<file path="src/rtl/stepper_sequencer.sv">
// -----------------------------------------------------------------------------
// stepper_sequencer
//
// Single-channel stepper-motor sequencer. Drives four coil outputs using wave,
// full or half-step excitation. Supports continuous run under `enable` and
// counted moves with a completion pulse. Keeps a wrapping signed position
// count. Step rate comes from a prescaler whose period is chosen by a 2-bit
// speed code.
//
// Parameters:
//   BASE_PERIOD     clock cycles per step at motorSpeed = 3
//   PRESCALE_WIDTH  prescaler width; BASE_PERIOD*8-1 must fit
//   COUNT_WIDTH     width of the counted-move step counter
//   POS_WIDTH       width of the signed position counter
//   HOLD_TORQUE     1: coils hold the last pattern when stopped, 0: release
//
// Ports:
//   clock       in   system clock, rising-edge logic
//   reset       in   asynchronous active-low reset
//   enable      in   continuous-run request
//   direction   in   1 = forward (phase index increasing), 0 = reverse
//   stepMode    in   00 wave, 01 full, 10 half, 11 full
//   motorSpeed  in   step period = BASE_PERIOD << (3 - motorSpeed)
//   moveStart   in   single-cycle request to begin a counted move
//   moveSteps   in   step count for a counted move
//   lights      out  coil drive pattern
//   stepPulse   out  high for the cycle following each step edge
//   busy        out  high while running or moving
//   moveDone    out  one-cycle pulse at the end of a counted move
//   position    out  signed, wrapping step count
// -----------------------------------------------------------------------------
module stepper_sequencer #(
    parameter int BASE_PERIOD    = 1_250_000,
    parameter int PRESCALE_WIDTH = 24,
    parameter int COUNT_WIDTH    = 16,
    parameter int POS_WIDTH      = 16,
    parameter bit HOLD_TORQUE    = 1'b1
) (
    input  logic                        clock,
    input  logic                        reset,
    input  logic                        enable,
    input  logic                        direction,
    input  logic [1:0]                  stepMode,
    input  logic [1:0]                  motorSpeed,
    input  logic                        moveStart,
    input  logic [COUNT_WIDTH-1:0]      moveSteps,
    output logic [3:0]                  lights,
    output logic                        stepPulse,
    output logic                        busy,
    output logic                        moveDone,
    output logic signed [POS_WIDTH-1:0] position
);

    localparam logic [1:0] S_IDLE = 2'd0;
    localparam logic [1:0] S_RUN  = 2'd1;
    localparam logic [1:0] S_MOVE = 2'd2;
    localparam logic [1:0] S_DONE = 2'd3;

    localparam logic [PRESCALE_WIDTH-1:0] PRE_ONE  = PRESCALE_WIDTH'(1);
    localparam logic [PRESCALE_WIDTH-1:0] PRE_BASE = PRESCALE_WIDTH'(BASE_PERIOD);
    localparam logic [COUNT_WIDTH-1:0]    REM_ONE  = COUNT_WIDTH'(1);
    localparam logic signed [POS_WIDTH-1:0] POS_ONE = POS_WIDTH'(1);

    logic [1:0]                  state_q,  state_d;
    logic [2:0]                  idx_q,    idx_d;
    logic signed [POS_WIDTH-1:0] pos_q,    pos_d;
    logic [3:0]                  lights_q, lights_d;
    logic                        pulse_q,  pulse_d;
    logic [PRESCALE_WIDTH-1:0]   cnt_q,    cnt_d;
    logic [PRESCALE_WIDTH-1:0]   period_q, period_d;
    logic [COUNT_WIDTH-1:0]      rem_q,    rem_d;

    logic [PRESCALE_WIDTH-1:0]   period_sel;
    logic                        tick;
    logic                        take_step;
    logic                        stopped;

    // Coil pattern for each phase index; even indices are single-coil, odd
    // indices energise two adjacent coils.
    function automatic logic [3:0] coil_pattern(input logic [2:0] i);
        logic [3:0] p;
        case (i)
            3'd0:    p = 4'b1000;
            3'd1:    p = 4'b1100;
            3'd2:    p = 4'b0100;
            3'd3:    p = 4'b0110;
            3'd4:    p = 4'b0010;
            3'd5:    p = 4'b0011;
            3'd6:    p = 4'b0001;
            default: p = 4'b1001;
        endcase
        return p;
    endfunction

    // Half mode walks every index. Wave/full move two indices and then force
    // the parity bit, so the first step after a mode change lands on the
    // correct (even = wave, odd = full) subset.
    function automatic logic [2:0] next_phase(input logic [2:0] i,
                                              input logic [1:0] mode,
                                              input logic       fwd);
        logic [2:0] stepped;
        if (mode == 2'b10) begin
            stepped = fwd ? (i + 3'd1) : (i - 3'd1);
        end else begin
            stepped = fwd ? (i + 3'd2) : (i - 3'd2);
            stepped = (stepped & 3'b110) | {2'b00, (mode != 2'b00)};
        end
        return stepped;
    endfunction

    assign period_sel = PRE_BASE << (2'd3 - motorSpeed);
    assign tick       = (cnt_q == (period_q - PRE_ONE));

    always_comb begin
        state_d   = state_q;
        idx_d     = idx_q;
        pos_d     = pos_q;
        pulse_d   = 1'b0;
        cnt_d     = cnt_q;
        period_d  = period_q;
        rem_d     = rem_q;
        take_step = 1'b0;

        case (state_q)
            S_IDLE: begin
                cnt_d = '0;
                if (moveStart) begin
                    rem_d    = moveSteps;
                    period_d = period_sel;
                    state_d  = S_MOVE;
                end else if (enable) begin
                    period_d = period_sel;
                    state_d  = S_RUN;
                end
            end
            S_RUN: begin
                if (!enable) begin
                    state_d = S_IDLE;
                    cnt_d   = '0;
                end else if (tick) begin
                    take_step = 1'b1;
                end else begin
                    cnt_d = cnt_q + PRE_ONE;
                end
            end
            S_MOVE: begin
                // A zero-length move finishes without stepping.
                if (rem_q == '0) begin
                    state_d = S_DONE;
                    cnt_d   = '0;
                end else if (tick) begin
                    take_step = 1'b1;
                    rem_d     = rem_q - REM_ONE;
                    if (rem_q == REM_ONE) begin
                        state_d = S_DONE;
                    end
                end else begin
                    cnt_d = cnt_q + PRE_ONE;
                end
            end
            default: begin
                state_d = S_IDLE;
                cnt_d   = '0;
            end
        endcase

        // Direction, mode and speed are all sampled at the step itself.
        if (take_step) begin
            idx_d    = next_phase(idx_q, stepMode, direction);
            pos_d    = direction ? (pos_q + POS_ONE) : (pos_q - POS_ONE);
            pulse_d  = 1'b1;
            cnt_d    = '0;
            period_d = period_sel;
        end

        // The final step of a move is still shown; release happens on the
        // following edge when torque is not held.
        stopped = (state_d == S_IDLE) || (state_d == S_DONE);
        if (take_step) begin
            lights_d = coil_pattern(idx_d);
        end else if (stopped && !HOLD_TORQUE) begin
            lights_d = 4'b0000;
        end else begin
            lights_d = coil_pattern(idx_q);
        end
    end

    always_ff @(posedge clock or negedge reset) begin
        if (!reset) begin
            state_q  <= S_IDLE;
            idx_q    <= '0;
            pos_q    <= '0;
            lights_q <= 4'b0000;
            pulse_q  <= 1'b0;
            cnt_q    <= '0;
            period_q <= PRE_BASE;
            rem_q    <= '0;
        end else begin
            state_q  <= state_d;
            idx_q    <= idx_d;
            pos_q    <= pos_d;
            lights_q <= lights_d;
            pulse_q  <= pulse_d;
            cnt_q    <= cnt_d;
            period_q <= period_d;
            rem_q    <= rem_d;
        end
    end

    assign lights    = lights_q;
    assign stepPulse = pulse_q;
    assign position  = pos_q;
    assign busy      = (state_q == S_RUN) || (state_q == S_MOVE);
    assign moveDone  = (state_q == S_DONE);

endmodule

</file>
<file path="config.mk">
export PLATFORM = sky130hd
export DESIGN_NAME = stepper_sequencer
export DESIGN_NICKNAME = d
export VERILOG_FILES = /design/src/rtl/stepper_sequencer.sv
export SDC_FILE = /design/constraint.sdc
export NUM_CORES = 1
export LEC_CHECK = 0
export ABC_AREA = 1
export ABC_CLOCK_PERIOD_IN_PS = 6900
export BUFFER_PORTS_ARGS = -buffer_cell sky130_fd_sc_hd__buf_2
export CORE_ASPECT_RATIO = 0.5
export CORE_MARGIN = 2
export CORE_UTILIZATION = 50
export CTS_CLUSTER_DIAMETER = 40
export DETAILED_ROUTE_END_ITERATION = 10
export PLACE_DENSITY = 0.74
export SLEW_MARGIN = 0
export SYNTH_ARGS = -nofsm -noshare
export SYNTH_HDL_FRONTEND = slang
export SYNTH_SLANG_ARGS = --single-unit
</file>
<file path="constraint.sdc">
create_clock -name clock -period 6.9 [get_ports clock]
set_input_delay 0.69 -clock clock [delete_from_list [all_inputs] [get_ports clock]]
set_output_delay 0.69 -clock clock [all_outputs]
set_load 0.02 [all_outputs]
</file>
# == After elaboration in Yosys (flattened, before gate mapping) ==
# Cells that the tools add are included.
# classes
add_sub_neg,10
n_eq_ne,25
n_shift,1
mux,33
bitwise,1
reduce_logical,12
# op_table
op,n
2-to-1 mux 24 bit,8
2-to-1 mux 16 bit,4
case mux 4 bit (7 select lines),2
case mux 24 bit (2 select lines),1
case mux 16 bit (2 select lines),1
"adder 24 x 1 -> 24 bit, second input constant",1
equality test 24 bit,1
"left shift 21 x 2 -> 24 bit, first input constant",1
"subtractor 24 x 1 -> 24 bit, second input constant",1
"equality test 3 bit, second input constant",6
"adder 16 x 2 -> 16 bit, second input constant",1
"equality test 16 x 1 -> 1 bit, second input constant",1
logical NOT 16 bit,1
"subtractor 16 x 1 -> 16 bit, second input constant",1
"subtractor 16 x 2 -> 16 bit, second input constant",1
"equality test 3 x 2 -> 1 bit, second input constant",4
2-to-1 mux 2 bit,6
2-to-1 mux 3 bit,4
"inequality test 3 bit, second input constant",3
"inequality test 2 bit, second input constant",4
AND reduction 4 bit,2
"equality test 2 bit, second input constant",3
"equality test 3 x 1 -> 1 bit, second input constant",2
logical NOT 3 bit,2
other kinds (16),21
# word_totals
register_bits,90
inputBits,25
output_inout_bits,23
word_cells,90

# == Logic depth before layout (Yosys ltp) ==
# Gate-level depths: netlist of the first run.
# depth
depth_word,9
ltp_mapped,20
depth_no_buf,20

# == Worst setup path before layout of the first run ==
# No wires, ideal clock.
# synth_timing
kind,input -> register
start,input direction
end,"register pos_q[13], in the netlist position[13]"
setup_ns,0.122
arrival_time_ns,2.706
required_time_ns,6.778
path_slack_ns,4.072
cell_stages,11
n_path_buf,0
path_cell_list,inv_1 ha_1 a21oi_1 nand2_1 a21oi_1 o21ai_0 a21boi_0 o21ai_0 a21oi_1 xor2_1 o21ai_1
# synth_via
elab_chain_len,1
# synth_lines
item,line_no,text
"start, declared",42,"input logic direction,"
2-to-1 mux 16 bit,170,pos_d = direction ? (pos_q + POS_ONE) : (pos_q - POS_ONE);
"end signal, assigned",201,pos_q <= pos_d;
"end, declared",66,"logic signed [POS_WIDTH-1:0] pos_q, pos_d;"
# No other way between the ends.
# A chain may end at the register's enable or synchronous reset.

# == Final worst setup path of the first run ==
# layout_timing
start,register period_q[21]
end,register period_q[10]
# layout_via
elab_chain_len,7
word_cells_on_any_way,10
classes_between,add/sub (1); eq/ne (1); mux (5); reduce/logical (3)
# layout_lines
item,line_no,text
"start, declared",70,"logic [PRESCALE_WIDTH-1:0] period_q, period_d;"
"start signal, assigned",205,period_q <= period_d;
subtractor 24 x 1 -> 24 bit *,112,assign tick = (cnt_q == (period_q - PRE_ONE));
equality test 24 bit *,112,
2-to-1 mux 1 bit *,"140, 151",
"2-to-1 mux 1 bit, on equally long branches","148, 137",
case mux 1 bit (2 select lines) *,124,case (state_q)
nonzero test 3 bit (no line) or nonzero test 2 bit (tied branches),-,
AND reduction 2 bit (no line),-,
# Every way passes the cells marked *; elsewhere a longest branch is shown, timed or not.

==> summary.md, run 1 <==
| Metric | Value |
|---|---|
| Average vias per placed instance | `5.34` |
| Total power | `between 2 and 2.5 mW` |
| Worst Setup End Kind | `register` |
| Total nets after synthesis | `around 900` |
| Die Y | `between 80 and 90 um` |
| Num CTS Buffers | `9` |
| Hold path cells | `1` |
| Die area | `12900 um^2` |
| Critical path required time | `around 7.1 ns` |
| Cell Rows | `28` |
| Slew @ Worst Pin | `1.02 ns` |
| CP Cell Sequence | `inv_1 -> ha_1 -> nand3_4 -> nor2_4 -> nand3_1 -> nand2_2 -> nand2_1 -> nand3b_1 -> nor2_2 -> nand4_2 -> o21ai_2 -> nand2_1 -> o21a_1` |
| Worst R2R Path Depth | `13` |
| DRC | `0` |
| CTS tree | `done` |
| Layout area overhead | `10.4%` |
| Layout Nets | `925` |
| Footprint of the multi-input gates | `around 3500 um^2` |
| Synth top cells by count | `nand2_1, nor2_1, inv_1` |
| Remaining Overflow, GRT | `0` |
| Area leader, netlist | `dfrtp_1` |
| Synth area leaders | `dfrtp_1, nand2_1, ha_1, nor2_1, inv_1` |
| MaxCap Viol Count | `0` |
| IO Pins | `between 40 and 50` |
| TNS Setup | `0 ns` |
| Worst-path maximum fanout | `21` |
| Bufs on Longest Clock Path | `2` |
| VDD IR max | `between 0.1 and 0.15 mV` |
| Cell Area, Placed | `~6300 um^2` |
| NetSw | `0.928 mW` |
| Post-DP HPWL | `around 11000 um` |
| CP max stage delay | `~0.54 ns` |
| Final WS setup | `~3.5 ns` |
| Most used cell, CP | `nand2_1` |
| FF+latch area | `slightly below 2000 um^2` |
| Top FF cell, synth | `dfrtp_1` |
| Worst-skew pair later-pin latency | `0.35 ns` |
| Worst endpoint data arrival time | `approximately 3.6 ns` |
| Post-Synthesis Cells | `820` |
| Final Hold Vio Count | `0` |
| Initial antenna violation count | `0` |
| RSZ-0062 raised after global routing | `false` |
| Final ANT Viol Nets | `0` |
| Gpl congestion | `around 0.88` |
| Post-Route WL | `14300 um` |
| Flop pwr share | `0.333` |
| Ratio of cells with drive above 1 in the final layout | `0.136` |
| Sequential cell area fraction in the yosys report | `0.327` |
| Synth cell types | `51` |
| Rel. slew slack | `0.322` |
| Post-CTS Setup Inserts | `0` |
| Via Count | `~5500` |
| WHS | `0.504 ns` |
| Min-Delay Path Class | `register to register` |
| First-pass GRT wire length | `roughly 24000 um` |
| CTS Hold Bufs | `0` |
| Setup CP Type | `register to register` |
| Post-synth EDFFs | `0` |
| Final setup vio count | `0` |
| Vias in the first global route | `approximately 5200` |
| Ys Warns | `0` |
| CP startpoint kind | `register` |
| Root buf cell | `clkbuf_16` |
| Port Buffers | `47` |
| DIE WIDTH | `159 um` |
| FF+latch count, synth | `78` |
| Slowest CP cell | `o21ai_2` |
| WL/cell | `13.9 um` |
| Most common cell in the netlist | `nand2_1` |
| Synth top area share | `0.300` |
| FMAX | `a little under 300 MHz` |
| Final period utilization | `0.490` |
| GR Util All Layers | `0.233` |
| Cts repair resizes | `0` |
| Clock-pin slew on the worst setup and hold paths | `about 0.06 ns` |
| Power Dens Cells | `approximately 310 nW/um^2` |
| Clk_skew | `approximately 0.0084 ns` |
| Core area | `11800 um^2` |
| # diodes | `0` |
| First-pass DRT Iterations | `5` |
| Largest net degree at the start of global routing | `slightly below 80` |
| Internal power | `~1.1 mW` |
| Switch share | `0.448` |
| Syn_area_per_cell | `approximately 7.3 um^2` |
| Initial Util | `0.510` |
| Fillers | `about 1100` |
| Synth async-reset ratio | `1.00` |
| Leak | `3.22 nW` |
| Logic pwr share | `0.432` |
| Design area | `around 6600 um^2` |
| Place WS | `between 3 and 4 ns` |
| Outcome | `completed` |
| Tmin final | `around 3.4 ns` |
| Final Max Tran Viols | `0` |
| # clock sinks | `between 70 and 80` |
| Initial drt markers | `362` |
| Clk network pwr share | `0.236` |
| Area of the mapped netlist | `between 5000 and 6000 um^2` |
| Max H-tree Level | `3` |
==> power groups by stage <==
stage | logic [mW] | registers [mW] | clock network (mW)
6_report | 0.895 | 0.689 | 0.488
4_1_cts | 0.893 | 0.686 | 0.498
2_1_floorplan | 0.772 | 0.648 | 0
3_5_place_dp | 0.889 | 0.691 | 0
3_3_place_gp | 0.857 | 0.689 | 0
5_1_grt | 1.02 | 0.703 | 0.516
==> layout by cell type, fill, tap and decap left out, types with 2 or more instances in the layout <==
master	n
nand3_1	40
xor2_1	25
nand4_1	17
clkinvlp_4	3
a21boi_0	2
ha_1	35
a31oi_1	9
clkbuf_16	9
nand2_1	202
nor4_1	5
xnor2_1	12
dfstp_2	6
nand3b_1	5
nor3_1	17
o21bai_1	2
mux2i_1	4
o21ai_2	8
a211oi_1	5
inv_6	3
nor2_4	6
o21ai_0	52
nand3_4	2
o211ai_1	3
a31oi_2	4
a21oi_2	2
o21ai_1	4
nor2_2	9
dfrtp_1	72
o221ai_1	2
buf_2	46
o21a_1	6
nand2_2	5
and2_1	2
nor2_1	97
o31ai_1	3
inv_1	93
nand2_4	3
inv_2	3
nand3_2	2
a21oi_1	32
==> critical path, delay by kind of cell (launching register included) <==
family          cells  cell delay (ns)
flops               1             0.48
simple gates        9             1.56
buf+inv             1             0.24
fa+ha+maj           1             0.30
compound gates      2             0.69
==> flip-flops by register name, indices dropped and copies added, names as in the netlist <==
register and count:
idx_q 3, position 16, stepPulse 1, cnt_q 24, state_q 2, lights 4, rem_q 16, period_q 12
==> final cells by class <==
class,count,share of cell area
well taps,165,0.0312
clock inverters,6,0.0106
flip-flops and latches,78,0.296
clock buffers,10,0.0346
inverters,98,0.0565
repair buffers,47,0.0359
multi-input cells,630,0.536
==> per-layer routing <==
metal | vias up | wire length (um) | share of wire | GRT usage
li1 | 2780 | - | - | -
met1 | 2583 | 6880 | 0.48 | 0.305
met2 | 141 | 6440 | 0.45 | 0.397
met3 | 21 | 769 | 0.054 | 0.0485
met4 | 0 | 252 | 0.018 | 0.0755
met5 | - | 0 | 0 | 0
==> stage by stage <==
step / util / instances
3_5_place_dp: 0.538 / 1018
2_1_floorplan: - / 820
5_1_grt: 0.563 / 1034
6_report: 0.563 / 1034
4_1_cts: 0.563 / 1034
3_3_place_gp: 0.538 / 1018
==> logic make-up (layout without fill, tap and decap cells) <==
kind of cell / after synthesis / after routing / synth area share
adders and majority gates: 36 / 36 / 0.0763
AOI/OAI and AO/OA: 136 / 136 / 0.138
xor gates and xnor gates: 37 / 37 / 0.0540
buffers and inverters: 112 / 161 / 0.0817
DFF: 78 / 78 / 0.327
and+or+nand+nor: 417 / 417 / 0.316
muxes: 4 / 4 / 0.00667
==> final timing paths <==
| path | from | end | slack (ns) |
|---|---|---|---|
| max | period_q[21]$_DFFE_PN0P_ | period_q[10]$_DFFE_PN0P_ | 3.52 |
| min | cnt_q[0]$_DFF_PN0_ | cnt_q[0]$_DFF_PN0_ | 0.50 |
| max reg2reg | period_q[21]$_DFFE_PN0P_ | period_q[10]$_DFFE_PN0P_ | 3.52 |
| min reg2reg | cnt_q[0]$_DFF_PN0_ | cnt_q[0]$_DFF_PN0_ | 0.50 |
| max in group asynchronous | reset | cnt_q[22]$_DFF_PN0_ | 5.73 |
| min in group asynchronous | reset | period_q[15]$_DFFE_PN0P_ | 0.52 |
No activity file was read; power rests on OpenSTA's default activity.
==> inputs of run 2 (changes only) <==
Settings changed: ABC_CLOCK_PERIOD_IN_PS 6900 to 3000, PLACE_DENSITY 0.74 to 0.77.
Clock period 6.9 ns to 3 ns, I/O delays scaled along.
==> summary.md, run 2 (synthesized netlist as in run 1, its figures left out) <==
| Metric | Value |
|---|---|
| Fin cells | `1040 (was 1034)` |
| Min-Delay Path Class | `input pin to asynchronous set/reset pin (was register to register)` |
| Tmin final | `2.79 ns (was 3.38 ns)` |
| WL/cell | `14.0 um (was 13.9 um)` |
| Clk_skew | `0.00811 ns (was 0.00841 ns)` |
| Most used cell, CP | `nand2_1 (unchanged)` |
| Cts repair resizes | `0 (unchanged)` |
| Placed Instances | `1025 (was 1018)` |
| # diodes | `0 (unchanged)` |
| Gpl congestion | `0.927 (was 0.876)` |
| DIE WIDTH | `159 um (unchanged)` |
| Worst-skew pair later-pin latency | `0.34 ns (was 0.35 ns)` |
| Port Buffers | `47 (unchanged)` |
| Final Hold Vio Count | `0 (unchanged)` |
| Post-Route WL | `14600 um (was 14300 um)` |
| Slowest CP cell | `dfstp_2 (was o21ai_2)` |
| GR Util All Layers | `0.232 (was 0.233)` |
| Bufs on Longest Clock Path | `2 (unchanged)` |
| CTS Hold Bufs | `0 (unchanged)` |
| RSZ-0062 raised after global routing | `true (was false)` |
| Largest net degree at the start of global routing | `79 (unchanged)` |
| First-pass GRT wire length | `24300 um (unchanged)` |
| CP max stage delay | `0.61 ns (was 0.54 ns)` |
| Cell Rows | `28 (unchanged)` |
| Vias in the first global route | `5184 (was 5241)` |
| Critical path required time | `3.28 ns (was 7.13 ns)` |
| Post-CTS Setup Inserts | `0 (unchanged)` |
| Commonest non-fill, non-tap cell in the layout | `nand2_1 (unchanged)` |
| Ratio of cells with drive above 1 in the final layout | `0.144 (was 0.136)` |
| Clock-pin slew on the worst setup and hold paths | `0.06 ns (about the same)` |
| IO Pins | `48 (unchanged)` |
| Final WS setup | `0.206 ns (was 3.52 ns)` |
| Leak | `3.28 nW (was 3.22 nW)` |
| Initial Util | `0.510 (unchanged)` |
| Worst endpoint data arrival time | `3.07 ns (was 3.62 ns)` |
| Rel. slew slack | `0.339 (was 0.322)` |
| VDD IR max | `0.419 mV (was 0.121 mV)` |
| Layout Nets | `932 (was 925)` |
| Max reg flops | `24 (unchanged)` |
| Worst Setup End Kind | `register (unchanged)` |
| CTS tree | `done (unchanged)` |
| Slew @ Worst Pin | `0.992 ns (was 1.02 ns)` |
| Die area | `12900 um^2 (unchanged)` |
| # clock sinks | `78 (unchanged)` |
| Root buf cell | `clkbuf_16 (unchanged)` |
| Setup CP Type | `register to register (unchanged)` |
| Remaining Overflow, GRT | `0 (unchanged)` |
| Outcome | `completed (unchanged)` |
| Final Max Tran Viols | `0 (unchanged)` |
| FMAX | `358 MHz (was 296 MHz)` |
| CP startpoint kind | `register (unchanged)` |
| Final ANT Viol Nets | `0 (unchanged)` |
| Most frequent cells in the layout | `nand2_1, nor2_1, inv_1, dfrtp_1, o21ai_0 (unchanged)` |
| First-pass DRT Iterations | `5 (unchanged)` |
| Fillers | `1111 (was 1131)` |
| DRC | `0 (unchanged)` |
| Initial antenna violation count | `0 (unchanged)` |
| Die Y | `81.5 um (unchanged)` |
| Num CTS Buffers | `9 (unchanged)` |
| Layout area overhead | `12.0% (was 10.4%)` |
| Power Dens Cells | `728 nW/um^2 (was 313 nW/um^2)` |
| Util after Layout | `0.571 (was 0.563)` |
| Final setup vio count | `0 (unchanged)` |
| MaxCap Viol Count | `0 (unchanged)` |
| CP Cell Sequence | `inv_2 -> ha_1 -> inv_1 -> nand2_1 -> nand2_1 -> nand3_1 -> inv_1 -> nand3_1 -> nor2_1 -> nand2_1 -> nor2_1 -> nand3_2 -> nor2_4 -> nand2_4 -> nor2_4 -> inv_2 -> o21ai_1 -> nand2_1 -> nand2_1 (was inv_1 -> ha_1 -> nand3_4 -> nor2_4 -> nand3_1 -> nand2_2 -> nand2_1 -> nand3b_1 -> nor2_2 -> nand4_2 -> o21ai_2 -> nand2_1 -> o21a_1)` |
| Largest Register | `cnt_q (unchanged)` |
| Final period utilization | `0.931 (was 0.490)` |
| Worst-path maximum fanout | `17 (was 21)` |
| Via Count | `5535 (was 5525)` |
| Place WS | `0.195 ns (was 3.57 ns)` |
| Average vias per placed instance | `5.32 (was 5.34)` |
| Post-DP HPWL | `10800 um (was 10700 um)` |
| Max H-tree Level | `3 (unchanged)` |
| Core area | `11800 um^2 (unchanged)` |
| Initial drt markers | `406 (was 362)` |
run 2: cell types whose count changed in the layout (fill, tap and decap cells not counted):
cell,change
o21ai_2,+1
o21ai_0,-2
clkbuf_1,-1
buf_4,+6
o21ai_1,+1
clkbuf_8,+2
bufinv_16,+1
buf_6,+1
clkinvlp_4,-3
run 2: final timing paths:
kind | startpoint | slack [ns] | to | cells after the start
max reg2reg | period_q[16]$_DFFE_PN1P_ | 0.21 | lights[3]$_DFF_PN0_ | 19
max | period_q[16]$_DFFE_PN1P_ | 0.21 | lights[3]$_DFF_PN0_ | 19
min reg2reg | cnt_q[0]$_DFF_PN0_ | 0.48 | cnt_q[0]$_DFF_PN0_ | 1
max in group asynchronous | reset | 2.24 | period_q[15]$_DFFE_PN0P_ | 1
min in group clock | moveSteps[7] | 0.22 | rem_q[7]$_DFFE_PN0P_ | 3
min | reset | 0.13 | rem_q[8]$_DFFE_PN0P_ | 1
run 2: cell type report:
cell class,instances,area [um^2],area share
Clock buffer,11,253,0.0376
Timing Repair Buffer,54,294,0.0438
Sequential cell,78,1960,0.292
Tap cell,165,206,0.0307
Inverter,98,374,0.0557
Multi-Input combinational cell,630,3550,0.529
Clock inverter,4,77.6,0.0115
run 2: where the power goes:
| part | internal (mW) | leakage, nW | switching, mW |
|---|---|---|---|
| registers | 1.29 | 0.987 | 0.278 |
| clock network | 0.776 | 0.163 | 0.456 |
| logic | 0.712 | 2.13 | 1.37 |
| total | 2.78 | 3.28 | 2.10 |
run 2: metal layers:
metal  GRT usage  share of wire  up-vias
met3      0.0505          0.056       30
met4      0.0736          0.016        0
met1       0.303           0.48     2549
met5           0              0        -
met2       0.392           0.45      163
li1            -              -     2793
run 2: critical path: cells and delay by family, from the launching register on:
family	cells	cell delay [ns]
compound gates	1	0.17
buf+inv	4	0.41
fa+ha+maj	1	0.33
simple gates	13	1.22
flops	1	0.61
run 2: through the flow:
| step | total power [mW] | area, um^2 | hold slack, ns | setup TNS [ns] |
|---|---|---|---|---|
| global route | 5.27 | 6720 | 0.216 | -0.00485 |
| floorplan | 3.27 | 6000 | 0.00441 | 0 |
| finish | 4.89 | 6720 | 0.128 | 0 |
| CTS | 4.89 | 6710 | 0.181 | 0 |
| global placement | 3.59 | 6380 | 0.476 | 0 |
| detailed placement | 3.64 | 6380 | 0.476 | 0 |
==> inputs of run 3 (changes only) <==
Settings changed: CORE_UTILIZATION 50 to 55, PLACE_DENSITY 0.77 to 0.83.
==> summary.md, run 3 (synthesized netlist as in run 1, its figures left out) <==
| Metric | Value |
|---|---|
| Tmin final | `2.77 ns (was 2.79 ns)` |
| Remaining Overflow, GRT | `0 (unchanged)` |
| Leak | `3.27 nW (was 3.28 nW)` |
| Largest net degree at the start of global routing | `54 (was 79)` |
| Initial Util | `0.576 (was 0.510)` |
| Final Hold Vio Count | `6 (was 0)` |
| First-pass DRT Iterations | `7 (was 5)` |
| Worst-path maximum fanout | `14 (was 17)` |
| First-pass GRT wire length | `25100 um (was 24300 um)` |
| Violated checks | `negative hold slack` |
| Placed Instances | `1000 (was 1025)` |
| Critical path required time | `3.28 ns (about the same)` |
| WL/cell | `14.5 um (was 14.0 um)` |
| Post-Route WL | `14800 um (was 14600 um)` |
| Gpl congestion | `0.995 (was 0.927)` |
| Rel. slew slack | `0.465 (was 0.339)` |
| DIE WIDTH | `152 um (was 159 um)` |
| IO Pins | `48 (unchanged)` |
| Outcome | `complete, but fails checks (was completed)` |
| Initial antenna violation count | `0 (unchanged)` |
| TNS Setup | `0 ns (unchanged)` |
| Worst Setup End Kind | `register (unchanged)` |
| Num CTS Buffers | `9 (unchanged)` |
| CP startpoint kind | `register (unchanged)` |
| FF+latch area | `1960 um^2 (unchanged)` |
| Cell Rows | `26 (was 28)` |
| Max H-tree Level | `3 (unchanged)` |
| Core area | `10400 um^2 (was 11800 um^2)` |
| Root buf cell | `clkbuf_16 (unchanged)` |
| VDD IR max | `0.384 mV (was 0.419 mV)` |
| Min-Delay Path Class | `input pin to asynchronous set/reset pin (unchanged)` |
| FMAX | `362 MHz (was 358 MHz)` |
| Layout area overhead | `11.2% (was 12.0%)` |
| Layout Nets | `934 (was 932)` |
| Final ANT Viol Nets | `0 (unchanged)` |
| # clock sinks | `78 (unchanged)` |
| Via Count | `5632 (was 5535)` |
| Max reg flops | `24 (unchanged)` |
| DRC | `0 (unchanged)` |
| Fin cells | `1018 (was 1040)` |
| Clk_skew | `0.00578 ns (was 0.00811 ns)` |
| Port Buffers | `47 (unchanged)` |
| Final Max Tran Viols | `0 (unchanged)` |
| Bufs on Longest Clock Path | `2 (unchanged)` |
| Footprint of the multi-input gates | `3550 um^2 (about the same)` |
| Die Y | `77.9 um (was 81.5 um)` |
| Clock-pin slew on the worst setup and hold paths | `0.06 ns (about the same)` |
| WHS | `-0.00436 ns (was 0.128 ns)` |
| Worst endpoint data arrival time | `3.05 ns (was 3.07 ns)` |
| Worst-skew pair later-pin latency | `0.34 ns (about the same)` |
| # diodes | `0 (unchanged)` |
| Vias in the first global route | `5395 (was 5184)` |
| Largest Register | `cnt_q (unchanged)` |
| Die area | `11800 um^2 (was 12900 um^2)` |
| MaxCap Viol Count | `0 (unchanged)` |
| Initial drt markers | `349 (was 406)` |
| GR Util All Layers | `0.266 (was 0.232)` |
| Most frequent cells in the layout | `nand2_1, nor2_1, inv_1, dfrtp_1, o21ai_0 (unchanged)` |
| Ratio of cells with drive above 1 in the final layout | `0.148 (was 0.144)` |
| Setup CP Type | `register to register (unchanged)` |
| Final setup vio count | `0 (unchanged)` |
| Commonest non-fill, non-tap cell in the layout | `nand2_1 (unchanged)` |
| Average vias per placed instance | `5.53 (was 5.32)` |
| Slew @ Worst Pin | `0.803 ns (was 0.992 ns)` |
| CTS tree | `done (unchanged)` |
| Final period utilization | `0.922 (was 0.931)` |
| Post-DP HPWL | `11200 um (was 10800 um)` |
| Fillers | `910 (was 1111)` |
| Power Dens Cells | `723 nW/um^2 (was 728 nW/um^2)` |
| RSZ-0062 raised after global routing | `false (was true)` |
## run 3: cell count changes in the layout (fill, tap and decap cells not counted), sizes merged
cell,delta
buf,+2
bufinv,-2
clkbuf,+2
clkinv,+1
clkinvlp,+1
inv,-1
## run 3: metrics by stage
step / area [um^2] / power (mW) / hold slack, ns / setup WS [ns] / util
after detailed placement: 6350 / 3.67 / 0.391 / 0.161 / 0.610
after CTS: 6650 / 4.79 / 0.0345 / 0.110 / 0.639
after global placement: 6350 / 3.59 / 0.386 / 0.239 / 0.610
final: 6670 / 4.82 / -0.00436 / 0.234 / 0.641
after floorplan: 6000 / 3.27 / 0.00441 / 0.562 / -
after global routing: 6670 / 5.21 / 0.0538 / 0.0419 / 0.641
## run 3: path summary, 6_finish.rpt
| kind | endpoint | cells past startpoint | start | slack [ns] |
|---|---|---|---|---|
| max in group asynchronous | cnt_q[23]$_DFF_PN0_ | 2 | reset | 2.33 |
| min | period_q[21]$_DFFE_PN0P_ | 1 | reset | -0.004 |
| min reg2reg | cnt_q[0]$_DFF_PN0_ | 1 | cnt_q[0]$_DFF_PN0_ | 0.50 |
| max | lights[3]$_DFF_PN0_ | 18 | period_q[16]$_DFFE_PN1P_ | 0.23 |
| max reg2reg | lights[3]$_DFF_PN0_ | 18 | period_q[16]$_DFFE_PN1P_ | 0.23 |
| min in group clock | rem_q[1]$_DFFE_PN0P_ | 3 | moveSteps[1] | 0.21 |
## run 3: routing by layer
metal / global-route usage / routed length (um)
met5: 0 / 0
met4: 0.0667 / 182
met3: 0.0559 / 836
met2: 0.458 / 7090
met1: 0.342 / 6670
## run 3: critical path, stage by stage, from the launching register on
cell and delay, ns:
dfstp_2 0.55, inv_2 0.08, ha_2 0.22, nand3_4 0.12
nor2_2 0.05, nand2_1 0.09, nand2_1 0.06, nand2_1 0.07
nand2_1 0.05, nor2_1 0.16, nand3b_1 0.11, nor2_2 0.19
nand4_2 0.14, buf_4 0.24, nand2_1 0.08, nand2_1 0.10
o21ai_0 0.23, nand2_1 0.09, nand2_1 0.07
## run 3: report_power, final
| group | internal (mW) | total [mW] | switching, mW |
|---|---|---|---|
| registers | 1.29 | 1.57 | 0.271 |
| clock network | 0.656 | 1.10 | 0.448 |
| logic | 0.733 | 2.15 | 1.42 |
## run 3: timing repair
action,CTS,global route
endpoints found under the setup margin,0,14
gates resized for setup,0,2
hold buffers,0,0
buffers inserted,0,2
## run 3: final cells by class
cell class                      instances  area share
Clock buffer                           13      0.0420
Clock inverter                          3     0.00375
Inverter                               98      0.0561
Multi-Input combinational cell        630       0.532
Sequential cell                        78       0.294
Tap cell                              140      0.0263
Timing Repair Buffer                   56      0.0458
